==> src/rtl/rf_pkg.sv <==
// Shared constants and types for the register-file write-back arbiter.
// Requester ids and the hard-wired zero register live here.
package rf_pkg;

    localparam int AW   = 3;
    localparam int DW   = 16;
    localparam int NREG = 1 << AW;
    localparam int R0   = 0;

    typedef enum logic {
        REQ_A = 1'b0,
        REQ_B = 1'b1
    } req_e;

endpackage

==> src/rtl/rf_scoreboard.sv <==
// Per-register busy scoreboard with hazard compare on three addresses.
// Bit 0 is never set; a set and clear of the same register resolve to set.
module rf_scoreboard #(
    parameter int AW = rf_pkg::AW
) (
    input  logic               clk,
    input  logic               rst,
    input  logic               set_v,
    input  logic [AW-1:0]      set_a,
    input  logic               clr_v,
    input  logic [AW-1:0]      clr_a,
    input  logic [AW-1:0]      chk_a1,
    input  logic [AW-1:0]      chk_a2,
    input  logic [AW-1:0]      chk_a3,
    output logic [(1<<AW)-1:0] busy,
    output logic               hazard
);
    import rf_pkg::*;

    logic [(1<<AW)-1:0] busy_q;
    logic [(1<<AW)-1:0] busy_d;

    // next busy vector: clear the landed write, then apply the new allocation
    always_comb begin
        busy_d = busy_q;
        if (clr_v) begin
            busy_d[clr_a] = 1'b0;
        end
        if (set_v && (set_a != AW'(R0))) begin
            busy_d[set_a] = 1'b1;
        end
        busy_d[0] = 1'b0;
    end

    // busy register
    always_ff @(posedge clk) begin
        if (rst) begin
            busy_q <= '0;
        end else begin
            busy_q <= busy_d;
        end
    end

    assign busy   = busy_q;
    assign hazard = busy_q[chk_a1] | busy_q[chk_a2] | busy_q[chk_a3];

endmodule

==> src/rtl/rf_wb_arbiter.sv <==
// Two-requester write-back arbiter driving the register file write port.
// Define WB_RR_EN for round-robin ties; otherwise A has fixed priority.
module rf_wb_arbiter #(
    parameter int AW = rf_pkg::AW,
    parameter int DW = rf_pkg::DW
) (
    input  logic               clk,
    input  logic               rst,
    input  logic               a_valid,
    input  logic [AW-1:0]      a_addr,
    input  logic [DW-1:0]      a_data,
    output logic               a_ready,
    input  logic               b_valid,
    input  logic [AW-1:0]      b_addr,
    input  logic [DW-1:0]      b_data,
    output logic               b_ready,
    input  logic               alloc_v,
    input  logic [AW-1:0]      alloc_a,
    input  logic [AW-1:0]      chk_a1,
    input  logic [AW-1:0]      chk_a2,
    output logic               hazard,
    output logic               we,
    output logic [AW-1:0]      wa,
    output logic [DW-1:0]      wd,
    output logic [(1<<AW)-1:0] busy
);
    import rf_pkg::*;

    logic          gnt_a;
    logic          gnt_b;
    logic          we_q, we_d;
    logic [AW-1:0] wa_q, wa_d;
    logic [DW-1:0] wd_q, wd_d;
    logic [AW-1:0] chk_a3;
    logic          set_v;

`ifdef WB_RR_EN
    req_e lp_q, lp_d;

    // grant: a tie goes to whoever did not win last
    always_comb begin
        gnt_a = 1'b0;
        gnt_b = 1'b0;
        if (!rst) begin
            if (a_valid && b_valid) begin
                if (lp_q == REQ_B) begin
                    gnt_a = 1'b1;
                end else begin
                    gnt_b = 1'b1;
                end
            end else begin
                gnt_a = a_valid;
                gnt_b = b_valid;
            end
        end
    end

    // last-grant pointer follows every grant
    always_comb begin
        lp_d = lp_q;
        if (gnt_a) begin
            lp_d = REQ_A;
        end else if (gnt_b) begin
            lp_d = REQ_B;
        end
    end

    // last-grant register; B after reset so A wins the first tie
    always_ff @(posedge clk) begin
        if (rst) begin
            lp_q <= REQ_B;
        end else begin
            lp_q <= lp_d;
        end
    end
`else
    // grant: A always beats B
    always_comb begin
        gnt_a = 1'b0;
        gnt_b = 1'b0;
        if (!rst) begin
            gnt_a = a_valid;
            gnt_b = b_valid && !a_valid;
        end
    end
`endif

    assign a_ready = gnt_a;
    assign b_ready = gnt_b;

    // output stage: capture the granted write; r0 completes without a write
    always_comb begin
        we_d = 1'b0;
        wa_d = wa_q;
        wd_d = wd_q;
        if (gnt_a) begin
            we_d = (a_addr != AW'(R0));
            wa_d = a_addr;
            wd_d = a_data;
        end else if (gnt_b) begin
            we_d = (b_addr != AW'(R0));
            wa_d = b_addr;
            wd_d = b_data;
        end
    end

    // write-port registers
    always_ff @(posedge clk) begin
        if (rst) begin
            we_q <= 1'b0;
            wa_q <= '0;
            wd_q <= '0;
        end else begin
            we_q <= we_d;
            wa_q <= wa_d;
            wd_q <= wd_d;
        end
    end

    assign we = we_q;
    assign wa = wa_q;
    assign wd = wd_q;

    // r0 is never busy, so an idle allocation port checks against r0
    assign chk_a3 = alloc_v ? alloc_a : AW'(R0);
    assign set_v  = alloc_v && !hazard;

    rf_scoreboard #(.AW(AW)) u_sb (
        .clk    (clk),
        .rst    (rst),
        .set_v  (set_v),
        .set_a  (alloc_a),
        .clr_v  (we_q),
        .clr_a  (wa_q),
        .chk_a1 (chk_a1),
        .chk_a2 (chk_a2),
        .chk_a3 (chk_a3),
        .busy   (busy),
        .hazard (hazard)
    );

endmodule

==> config.mk <==
export PLATFORM = sky130hd
export DESIGN_NAME = rf_wb_arbiter
export DESIGN_NICKNAME = d
export VERILOG_FILES = /design/src/rtl/rf_pkg.sv /design/src/rtl/rf_scoreboard.sv /design/src/rtl/rf_wb_arbiter.sv
export SDC_FILE = /design/constraint.sdc
export NUM_CORES = 1
export LEC_CHECK = 0
export ABC_AREA = 0
export ABC_CLOCK_PERIOD_IN_PS = 1600
export BUFFER_PORTS_ARGS = -buffer_cell sky130_fd_sc_hd__buf_2
export CAP_MARGIN = 20
export CORE_UTILIZATION = 40
export CTS_CLUSTER_DIAMETER = 200
export DETAILED_ROUTE_END_ITERATION = 6
export PLACE_DENSITY = 0.84
export SKIP_LAST_GASP = 1
export SYNTH_ARGS = -nofsm -noshare
export SYNTH_HDL_FRONTEND = slang
export SYNTH_SLANG_ARGS = --single-unit
==> constraint.sdc <==
create_clock -name clk -period 1.6 [get_ports clk]
set_input_delay 0.32 -clock clk [delete_from_list [all_inputs] [get_ports clk]]
set_output_delay 0.32 -clock clk [all_outputs]
set_load 0.005 [all_outputs]
==> impl_metrics.env, run 1 <==
export IMPL_timing_rr_start="u_sb.busy[6]$_SDFF_PP0_"
export IMPL_fp_coreArea_sq_um=3442
export IMPL_maxSlewHeadroom=0.6146
export IMPL_worst_setup_path_start_kind="flip-flop"
export IMPL_path_buf_inv=1
export IMPL_drt_wirelength_per_cell_um=13.36
export IMPL_post_synth_edffs=0
export IMPL_critPathKind="reg -> out"
export IMPL_finalWorstPathRequiredPeriod_ns=1.808
export IMPL_site_row_count=21
export IMPL_antenna_cells_inserted=0
export IMPL_tritoncts="done"
export IMPL_cp_arrival_ns=1.49
export IMPL_ys_flop_type="dfxtp_1"
export IMPL_wl_mm=4.154
export IMPL_postSynthAreaPerCell_sq_um=8.954
export IMPL_worst_r2r_dst="u_sb.busy[5]$_SDFF_PP0_"
export IMPL_layout_cell_area_non_filler_sq_um=2210
export IMPL_initial_antenna_violation_count=0
export IMPL_post_layout_net_count=318
export IMPL_p_leak_nw=1.172
export IMPL_total_routing_resource_utilization_after_global_routing=0.2176
export IMPL_synth_top_cell_area_share=0.3636
export IMPL_io_pins=83
export IMPL_cp_end_kind="output pin"
export IMPL_vias=1599
export IMPL_ys_seq_elements=27
export IMPL_multi_input_comb_area_sq_um=949.7
export IMPL_placedInstanceArea_sq_um=2067
export IMPL_dp_hpwl_mm=3.160
export IMPL_timing_hold_worst_class="in -> reg"
export IMPL_min_to="wd[2]$_SDFFE_PP0P_"
export IMPL_synth_area_leader_cell="dfxtp_1"
export IMPL_asyncSetResetFlopFracSynth=0
export IMPL_clk_pin_slew_ns=0.10
export IMPL_irDropWorstVdd_mv=0.5327
export IMPL_tritoncts_num_buffers=3
export IMPL_maximum_number_of_pins_on_one_net_before_global_route_repair=25
export IMPL_overall_power_after_layout_w=0.001507
export IMPL_cp_data_required_time_ns=1.28
export IMPL_drive_above_1_share=0.4792
export IMPL_ctsHoldBuffers=0
export IMPL_tightest_slew_ns=0.5709
export IMPL_clock_root_buffer="clkbuf_8"
export IMPL_drc_errors=0
export IMPL_grt_setup_unrepaired="true"
export IMPL_layout_area_overhead_vs_synth_pct=48.65
export IMPL_cts_htree_levels=1
export IMPL_netlist_area_sq_um=1486
export IMPL_violations_in_the_final_reports="negative setup slack"
export IMPL_most_frequent_cells_after_synthesis="38 x nor2_1, 27 x dfxtp_1, 24 x mux2i_1"
export IMPL_clock_buffer_depth=2
export IMPL_die_height_um=62.96
export IMPL_vias_in_the_first_global_route=1601
export IMPL_synth_yosys_seq_area_share=0.3636
export IMPL_post_synth_main_area_contributors="dfxtp_1 36%, mux2i_1 16%, nor2_1 9.6%, o41ai_2 6.6%, a21oi_1 6.4%"
export IMPL_grt_first_pass_wirelength_mm=6.851
export IMPL_min_delay_start="a_data[2]"
export IMPL_initialDrtViolationCount=96
export IMPL_reg2reg_setup_slack_ns=-0.18
export IMPL_final_hold_violation_count=0
export IMPL_totalNegativeSetupSlack_ns=-0.9237
export IMPL_holdPathStages=3
export IMPL_setup_viol=7
export IMPL_timing_critical_path_cells="mux2_4 -> a221oi_2 -> a211o_2 -> nand3_4 -> buf_6"
export IMPL_clkSinkCount=27
export IMPL_period_share=1.130
export IMPL_floorplan_initialDensity=0.4318
export IMPL_maxCapViolations=0
export IMPL_vias_per_cell=5.141
export IMPL_power_per_cell_area_nw_per_um2=682.2
export IMPL_die_area_sq_um=3964
export IMPL_result_of_the_run="finished, violations left"
export IMPL_sequential_cell_area_sq_um=548.0
export IMPL_place_port_buffers=81
export IMPL_drt_pass1_iterations=5
export IMPL_place_congestion=0.8559
export IMPL_report_final_slew_viol_count=0
export IMPL_cpPeakStageDelay_ns=0.37
export IMPL_worstRegToRegCells=7
export IMPL_worstSkewPairLatency_ns=0.27
export IMPL_grt_overflow_total=0
export IMPL_critPathSlowestCell="dfxtp_4"
export IMPL_layout_setup_ws_ns=-0.2079
export IMPL_cp_max_fo=4
export IMPL_post_route_ant_nets=0
export IMPL_die_w_um=62.96
export IMPL_synth_cell_type_count=33
export IMPL_synthMostInstantiatedCell="nor2_1"
export IMPL_synth_cells=166
export IMPL_skew_ns=0.01031
export IMPL_critical_path_top_delay_family="compound AO/OA/AOI/OAI gates"
export IMPL_synth_warnings=0
export IMPL_fmaxAchievable_mhz=553.1
export IMPL_synthesized_netlist_net_count=218
export IMPL_filler_cell_count=286
export IMPL_hold_worst_slack_ns=0.2724
## metrics by stage
step / utilization / std cells / setup slack, ns
2_1_floorplan: - / 166 / 0.1065
3_3_place_gp: 0.6005 / 303 / -0.1037
3_5_place_dp: 0.6005 / 303 / -0.2006
4_1_cts: 0.6289 / 310 / -0.2114
5_1_grt: 0.6419 / 311 / -0.2728
6_report: 0.6419 / 311 / -0.2079
## metal layers
| metal | routed length (um) | up-vias | part of all wire | track usage |
|---|---|---|---|---|
| met3 | 285 | 4 | 0.069 | 0.04745 |
| met1 | 1780 | 729 | 0.43 | 0.2417 |
| li1 | - | 801 | - | - |
| met5 | 0 | - | 0 | 0 |
| met4 | 44 | 0 | 0.011 | 0.09012 |
| met2 | 2043 | 65 | 0.49 | 0.3938 |
## worst max-delay path by stage
stage | cells after the start | end | startpoint
floorplan | 5 | u_sb.busy[6]$_SDFF_PP0_ | u_sb.busy[5]$_SDFF_PP0_
global placement | 7 | u_sb.busy[3]$_SDFF_PP0_ | chk_a2[2]
detailed placement | 7 | u_sb.busy[6]$_SDFF_PP0_ | chk_a2[2]
CTS | 5 | hazard | u_sb.busy[6]$_SDFF_PP0_
global route | 5 | hazard | u_sb.busy[6]$_SDFF_PP0_
finish | 5 | hazard | u_sb.busy[6]$_SDFF_PP0_
## cells by family after synthesis
kind of cell,Yosys count,share of synthesized area
flops,27,0.3636
buf+inv,11,0.03282
simple gates,61,0.1978
compound gates,39,0.2087
other cells,1,0.002523
mux,27,0.1944
## layout make-up
cell class	instances	share of cell area
clock buffers	3	0.01869
clock inverters	1	0.002265
inverters	1	0.001699
multi-input cells	128	0.4298
flip-flops and latches	27	0.2480
well taps	46	0.02605
repair buffers	105	0.2735
## worst register-to-register path, stage by stage, from the launching register on
cell and delay [ns]:
dfxtp_4 0.37, mux2_4 0.26, a221oi_2 0.26, a211o_2 0.15, nand3_4 0.06, buf_4 0.15, buf_12 0.14, o41ai_4 0.28
## registers in the layout (all words and copies together) (netlist names)
name and cells:
wd 16, u_sb.busy 7, wa 3, we 1
## power by group
part           leakage (nW)  switching, W  total [W]  internal (W)
logic                 0.922      0.000190   0.000392      0.000202
registers             0.225     0.0000263   0.000736      0.000710
clock network        0.0255      0.000205   0.000379      0.000174
total                  1.17      0.000422    0.00151       0.00109
## layout by cell type, fill, tap and decap left out, types with 2 or more instances in the layout
cell      count
a21oi_1      19
dfxtp_1      23
mux2i_1      24
buf_2        80
nor2b_1       3
mux2_4        2
nor2_1       38
or3_1         2
buf_4        23
nand2_1       5
clkbuf_8      3
o41ai_2       2
o41ai_4       4
o211ai_1      6
nand2b_1      6
dfxtp_2       3
## repair_timing
item	in CTS	in global routing
pin swaps	5	6
buffers inserted	3	1
resized for setup	8	5
setup endpoints to repair	7	8
(Power assumes the default switching activity.)
==> inputs of run 2 (changes only) <==
ABC_AREA = 1   (was 0)
ABC_CLOCK_PERIOD_IN_PS = 1400   (was 1600)
CAP_MARGIN = default   (was 20)
clock period = 1.4 ns   (was 1.6 ns; I/O delays follow)
==> impl_metrics.env, run 2 <==
export IMPL_min_delay_start="b_data[2]"
export IMPL_floorplan_initialDensity=0.4173
export IMPL_layout_cells_most_common="buf_2"
export IMPL_drive_above_1_share=0.4473
export IMPL_multi_input_comb_area_sq_um=849.6
export IMPL_netlist_area_sq_um=1528
export IMPL_setup_viol=1
export IMPL_grt_first_pass_wirelength_mm=6.603
export IMPL_die_w_um=63.80
export IMPL_irDropWorstVdd_mv=0.5682
export IMPL_ctsHoldBuffers=0
export IMPL_critical_path_top_cell_by_count="nand2_2"
export IMPL_clock_buffer_depth=2
export IMPL_min_to="wd[2]$_SDFFE_PP0P_"
export IMPL_place_worst_setup_slack_ns=-0.002089
export IMPL_timing_critical_path_cells="inv_2 -> nand2_1 -> nand3_2 -> nand2_2 -> nand2_2 -> nand2_4 -> nor2_8 -> nand2_2 -> buf_2"
export IMPL_site_row_count=22
export IMPL_worstSkewPairLatency_ns=0.27
export IMPL_share_seq_of_total_power=0.495
export IMPL_critPathKind="reg -> out"
export IMPL_ys_seq_elements=27
export IMPL_worst_r2r_dst="u_sb.busy[5]$_SDFF_PP0_"
export IMPL_report_final_slew_viol_count=0
export IMPL_place_port_buffers=81
export IMPL_io_pins=83
export IMPL_synth_top_cell_area_share=0.3538
export IMPL_cp_max_fo=3
export IMPL_worstRegToRegCells=10
export IMPL_antenna_cells_inserted=0
export IMPL_cts_htree_levels=1
export IMPL_fmaxAchievable_mhz=642.2
export IMPL_initialDrtViolationCount=67
export IMPL_totalNegativeSetupSlack_ns=-0.1570
export IMPL_vias_in_the_first_global_route=1565
export IMPL_final_cell_mix="81 x buf_2, 65 x nand2_1, 20 x dfxtp_1, 15 x a21oi_1"
export IMPL_ys_flop_type="dfxtp_1"
export IMPL_cp_arrival_ns=1.28
export IMPL_finalWorstPathRequiredPeriod_ns=1.557
export IMPL_post_layout_net_count=366
export IMPL_clkSinkCount=27
export IMPL_fp_coreArea_sq_um=3661
export IMPL_place_congestion=0.8634
export IMPL_layout_setup_ws_ns=-0.1570
export IMPL_total_routing_resource_utilization_after_global_routing=0.2021
export IMPL_initial_antenna_violation_count=0
export IMPL_cp_end_kind="output pin"
export IMPL_reg2reg_setup_slack_ns=0.09
export IMPL_tritoncts="done"
export IMPL_final_hold_violation_count=0
export IMPL_largest_reg_flops=16
export IMPL_switchingPower_w=0.0004900
export IMPL_drt_pass1_iterations=4
export IMPL_maxCapViolations=0
export IMPL_drt_wirelength_per_cell_um=11.29
export IMPL_wl_mm=4.075
export IMPL_cpPeakStageDelay_ns=0.36
export IMPL_power_switching_fraction=0.2886
export IMPL_sequential_cell_area_sq_um=554.3
export IMPL_critical_path_top_delay_family="simple AND/OR/NAND/NOR gates"
export IMPL_vias=1798
export IMPL_asyncSetResetFlopFracSynth=0
export IMPL_synth_yosys_seq_area_share=0.3538
export IMPL_post_synth_main_area_contributors="dfxtp_1 35%, nand2_1 18%, a21oi_1 4.9%, a31oi_1 4.9%, inv_1 4.4%"
export IMPL_cp_data_required_time_ns=1.12
export IMPL_power_share_combinational=0.250
export IMPL_power_per_cell_area_nw_per_um2=798.6
export IMPL_tritoncts_num_buffers=3
export IMPL_die_height_um=63.80
export IMPL_layout_area_overhead_vs_synth_pct=39.15
export IMPL_synthMostInstantiatedCell="nand2_1"
export IMPL_power_report_internal_total_w=0.001208
export IMPL_clk_pin_slew_ns=0.09
export IMPL_vias_per_cell=4.981
export IMPL_grt_overflow_total=0
export IMPL_timing_rr_start="u_sb.busy[5]$_SDFF_PP0_"
export IMPL_synth_cells=225
export IMPL_synth_cell_type_count=30
export IMPL_postSynthAreaPerCell_sq_um=6.790
export IMPL_result_of_the_run="finished, violations left"
export IMPL_die_area_sq_um=4070
export IMPL_synthesized_netlist_net_count=277
export IMPL_holdPathStages=3
export IMPL_worst_setup_path_start_kind="flip-flop"
export IMPL_clk_pwr_share=0.255
export IMPL_period_share=1.112
export IMPL_p_leak_nw=1.084
export IMPL_post_synth_edffs=0
export IMPL_grt_setup_unrepaired="true"
export IMPL_most_frequent_cells_after_synthesis="72 x nand2_1, 27 x dfxtp_1, 18 x inv_1"
export IMPL_drc_errors=0
export IMPL_clock_root_buffer="clkbuf_8"
export IMPL_critPathSlowestCell="dfxtp_4"
export IMPL_synth_warnings=0
export IMPL_dp_hpwl_mm=3.284
export IMPL_post_route_ant_nets=0
export IMPL_synth_area_leader_cell="dfxtp_1"
export IMPL_maximum_number_of_pins_on_one_net_before_global_route_repair=16
export IMPL_filler_cell_count=358
export IMPL_path_buf_inv=2
export IMPL_skew_ns=0.006386
export IMPL_violations_in_the_final_reports="negative setup slack"
export IMPL_timing_hold_worst_class="in -> reg"
[run 2: kinds of logic (layout without fill, tap and decap cells)]
family	after synthesis	after routing	synth area share
flip-flops	27	27	0.3538
other	1	1	0.002455
AND/OR/NAND/NOR	116	116	0.3612
AO/OA/AOI/OAI	46	46	0.1712
buffers and inverters	35	123	0.1114
[run 2: per-stage QoR]
step	power (W)	instance area [sq um]	hold WS [ns]	utilization	std cells
final	0.001698	2126	0.2589	0.5807	361
after detailed placement	0.001270	2016	0.4551	0.5506	355
after global routing	0.001788	2126	0.2696	0.5807	361
after CTS	0.001704	2076	0.2550	0.5670	359
after floorplan	0.001080	1528	0.4262	-	225
after global placement	0.001261	2016	0.4526	0.5506	355
[run 2: repair_timing]
action / 4_1_cts / 5_1_grt
buffers inserted: 0 / 2
resized for setup: 15 / 11
endpoints found under the setup margin: 1 / 3
pin swaps: 2 / 8
[run 2: worst max path at each step]
stage               depth (start not counted)  slack, ns  endpoint               startpoint
floorplan                                   8       0.23    hazard  u_sb.busy[3]$_SDFF_PP0_
global placement                           10       0.07    hazard                chk_a1[0]
detailed placement                          8     -0.002    hazard               alloc_a[1]
CTS                                         9      -0.16    hazard  u_sb.busy[5]$_SDFF_PP0_
global route                                9      -0.23    hazard  u_sb.busy[5]$_SDFF_PP0_
finish                                      9      -0.16    hazard  u_sb.busy[5]$_SDFF_PP0_
[run 2: metal layers]
metal / vias up / global-route usage / routed length (um)
met1: 803 / 0.2241 / 1724
li1: 919 / - / -
met5: - / 0 / 0
met2: 72 / 0.3896 / 2042
met4: 0 / 0.05966 / 43
met3: 4 / 0.03036 / 265
[run 2: layout make-up]
class	instances	share of cell area
Clock buffer	3	0.01942
Clock inverter	1	0.002354
Inverter	26	0.05062
Multi-Input combinational cell	163	0.3996
Sequential cell	27	0.2607
Tap cell	48	0.02825
Timing Repair Buffer	93	0.2390
[run 2: power groups by stage]
stage,registers [W],clock network (W),logic (W)
2_1_floorplan,0.000861,0,0.000219
3_3_place_gp,0.000858,0,0.000403
3_5_place_dp,0.000859,0,0.000411
4_1_cts,0.000844,0.000446,0.000414
5_1_grt,0.000846,0.000472,0.000470
6_report,0.000840,0.000432,0.000425
[run 2: tightest hold or removal path: cells and delay by family]
kind                   cells  cell delay [ns]
AO/OA/AOI/OAI              1             0.07
buffers and inverters      1             0.09
AND/OR/NAND/NOR            1             0.05
==> inputs of run 3 (changes only) <==
ABC_AREA = default   (was 1)
==> impl_metrics.env, run 3 (same netlist as run 1, synthesis figures left out) <==
export IMPL_result_of_the_run="finished, violations left"
export IMPL_violations_in_the_final_reports="negative setup slack"
export IMPL_place_congestion=0.8395
export IMPL_worstSkewPairLatency_ns=0.26
export IMPL_timing_critical_path_cells="mux2_4 -> a221oi_2 -> a211o_2 -> nand3_4 -> buf_6"
export IMPL_maxCapViolations=0
export IMPL_tritoncts="done"
export IMPL_dp_hpwl_mm=3.232
export IMPL_largest_reg_flops=16
export IMPL_power_switching_fraction=0.2756
export IMPL_critPathKind="reg -> out"
export IMPL_grt_overflow_total=0
export IMPL_place_port_buffers=81
export IMPL_timing_hold_worst_class="in -> reg"
export IMPL_clk_pin_slew_ns=0.09
export IMPL_maximum_number_of_pins_on_one_net_before_global_route_repair=31
export IMPL_power_report_internal_total_w=0.001251
export IMPL_hold_worst_slack_ns=0.2399
export IMPL_post_layout_net_count=318
export IMPL_antenna_cells_inserted=0
export IMPL_power_share_combinational=0.262
export IMPL_worstRegToRegCells=7
export IMPL_die_w_um=62.96
export IMPL_ctsHoldBuffers=0
export IMPL_clock_buffer_depth=2
export IMPL_layout_setup_ws_ns=-0.3706
export IMPL_switchingPower_w=0.0004759
export IMPL_vias_per_cell=5.116
export IMPL_power_per_cell_area_nw_per_um2=781.9
export IMPL_finalNonFillerCells=311
export IMPL_path_buf_inv=1
export IMPL_initialDrtViolationCount=46
export IMPL_critPathSlowestCell="dfxtp_2"
export IMPL_cts_htree_levels=1
export IMPL_tritoncts_num_buffers=3
export IMPL_p_leak_nw=1.164
export IMPL_finalWorstPathRequiredPeriod_ns=1.771
export IMPL_period_share=1.265
export IMPL_cp_num_cells=5
export IMPL_die_height_um=62.96
export IMPL_report_final_slew_viol_count=0
export IMPL_setup_viol=8
export IMPL_holdPathStages=3
export IMPL_numPlacedInstances=306
export IMPL_worst_setup_path_start_kind="flip-flop"
export IMPL_critical_path_top_delay_family="compound AO/OA/AOI/OAI gates"
export IMPL_total_routing_resource_utilization_after_global_routing=0.2109
export IMPL_skew_ns=0.003334
export IMPL_drc_errors=0
export IMPL_grt_setup_unrepaired="true"
export IMPL_grt_first_pass_wirelength_mm=6.803
export IMPL_clk_pwr_share=0.251
export IMPL_fmaxAchievable_mhz=564.8
export IMPL_cp_end_kind="output pin"
export IMPL_post_route_ant_nets=0
export IMPL_final_cell_mix="80 x buf_2, 38 x nor2_1, 24 x mux2i_1, 22 x buf_4, 22 x dfxtp_1"
export IMPL_layout_cells_most_common="buf_2"
export IMPL_floorplan_initialDensity=0.4318
export IMPL_fp_coreArea_sq_um=3442
export IMPL_cp_data_required_time_ns=1.12
export IMPL_vias=1591
export IMPL_io_pins=83
export IMPL_clkSinkCount=27
export IMPL_die_area_sq_um=3964
export IMPL_cp_arrival_ns=1.49
export IMPL_site_row_count=21
export IMPL_initial_antenna_violation_count=0
export IMPL_vias_in_the_first_global_route=1609
export IMPL_cp_max_fo=4
export IMPL_share_seq_of_total_power=0.488
export IMPL_drive_above_1_share=0.4792
export IMPL_drt_pass1_iterations=4
export IMPL_final_hold_violation_count=0
export IMPL_irDropWorstVdd_mv=0.5810
export IMPL_layout_area_overhead_vs_synth_pct=48.57
export IMPL_drt_wirelength_per_cell_um=13.14
export IMPL_clock_root_buffer="clkbuf_8"
export IMPL_wl_mm=4.085
export IMPL_cpPeakStageDelay_ns=0.35
-- run 3: cell count changes in the layout (fill, tap and decap cells not counted), moves of 5 or more --
cell,before,now
a31oi_1,12,0
buf_4,11,22
inv_1,12,1
inv_2,10,0
mux2i_1,0,24
nand2_1,65,5
nand2_2,10,0
nand2b_1,0,6
nand3_1,7,1
nand4_1,7,0
nor2_1,12,38
o211ai_1,0,6
o21ai_0,7,0
o21ai_1,5,0
-- run 3: cell type report --
cell class	count	area (sq um)
flip-flops and latches	27	546.8
well taps	46	57.56
fillers	298	1234
multi-input cells	128	938.4
clock buffers	4	45.04
inverters	1	3.754
repair buffers	105	616.8
-- run 3: per-stage QoR --
step | instance area (sq um) | util | setup WS, ns | power [W] | setup TNS, ns
2_1_floorplan | 1490 | - | 0.0007513 | 0.001062 | 0
3_3_place_gp | 2106 | 0.6118 | -0.2225 | 0.001270 | -1.651
3_5_place_dp | 2106 | 0.6118 | -0.2895 | 0.001284 | -2.075
4_1_cts | 2171 | 0.6307 | -0.3652 | 0.001720 | -1.967
5_1_grt | 2208 | 0.6416 | -0.4192 | 0.001829 | -2.604
6_report | 2208 | 0.6416 | -0.3706 | 0.001727 | -2.151
-- run 3: worst paths after layout --
path                                               from                 endpoint  slack (ns)
worst min-delay path                         a_data[12]      wd[12]$_SDFFE_PP0P_        0.24
worst min register to register       wa[2]$_SDFFE_PP0P_  u_sb.busy[7]$_SDFF_PP0_        0.61
worst max-delay path            u_sb.busy[4]$_SDFF_PP0_                   hazard       -0.37
worst max register to register  u_sb.busy[4]$_SDFF_PP0_  u_sb.busy[4]$_SDFF_PP0_       -0.29
-- run 3: timing repair --
item                                    CTS  global route
gates resized for setup                   4             7
pin swaps                                 4             0
endpoints found under the hold margin     0             0
setup buffers                             1             1
endpoints found under the setup margin    8             8
-- run 3: worst reg2reg max path: stages (launching register included) --
cell and delay [ns]:
dfxtp_2 0.35, mux2_4 0.27, a221oi_2 0.26, a211o_2 0.16, nand3_4 0.08, buf_4 0.15, buf_12 0.14, o41ai_4 0.20
-- run 3: power by group through the flow --
stage	Combinational [W]	Sequential, W	Clock [W]
2_1_floorplan	0.000200	0.000862	0
3_3_place_gp	0.000411	0.000859	0
3_5_place_dp	0.000425	0.000859	0
4_1_cts	0.000438	0.000842	0.000439
5_1_grt	0.000495	0.000849	0.000484
6_report	0.000452	0.000842	0.000433
-- run 3: per-layer routing --
metal,track usage,share of wire,vias to the layer above
met1,0.2489,0.42,713
met3,0.03285,0.069,6
met4,0.06977,0.013,0
met2,0.3817,0.50,73
met5,0,0,-
li1,-,-,799
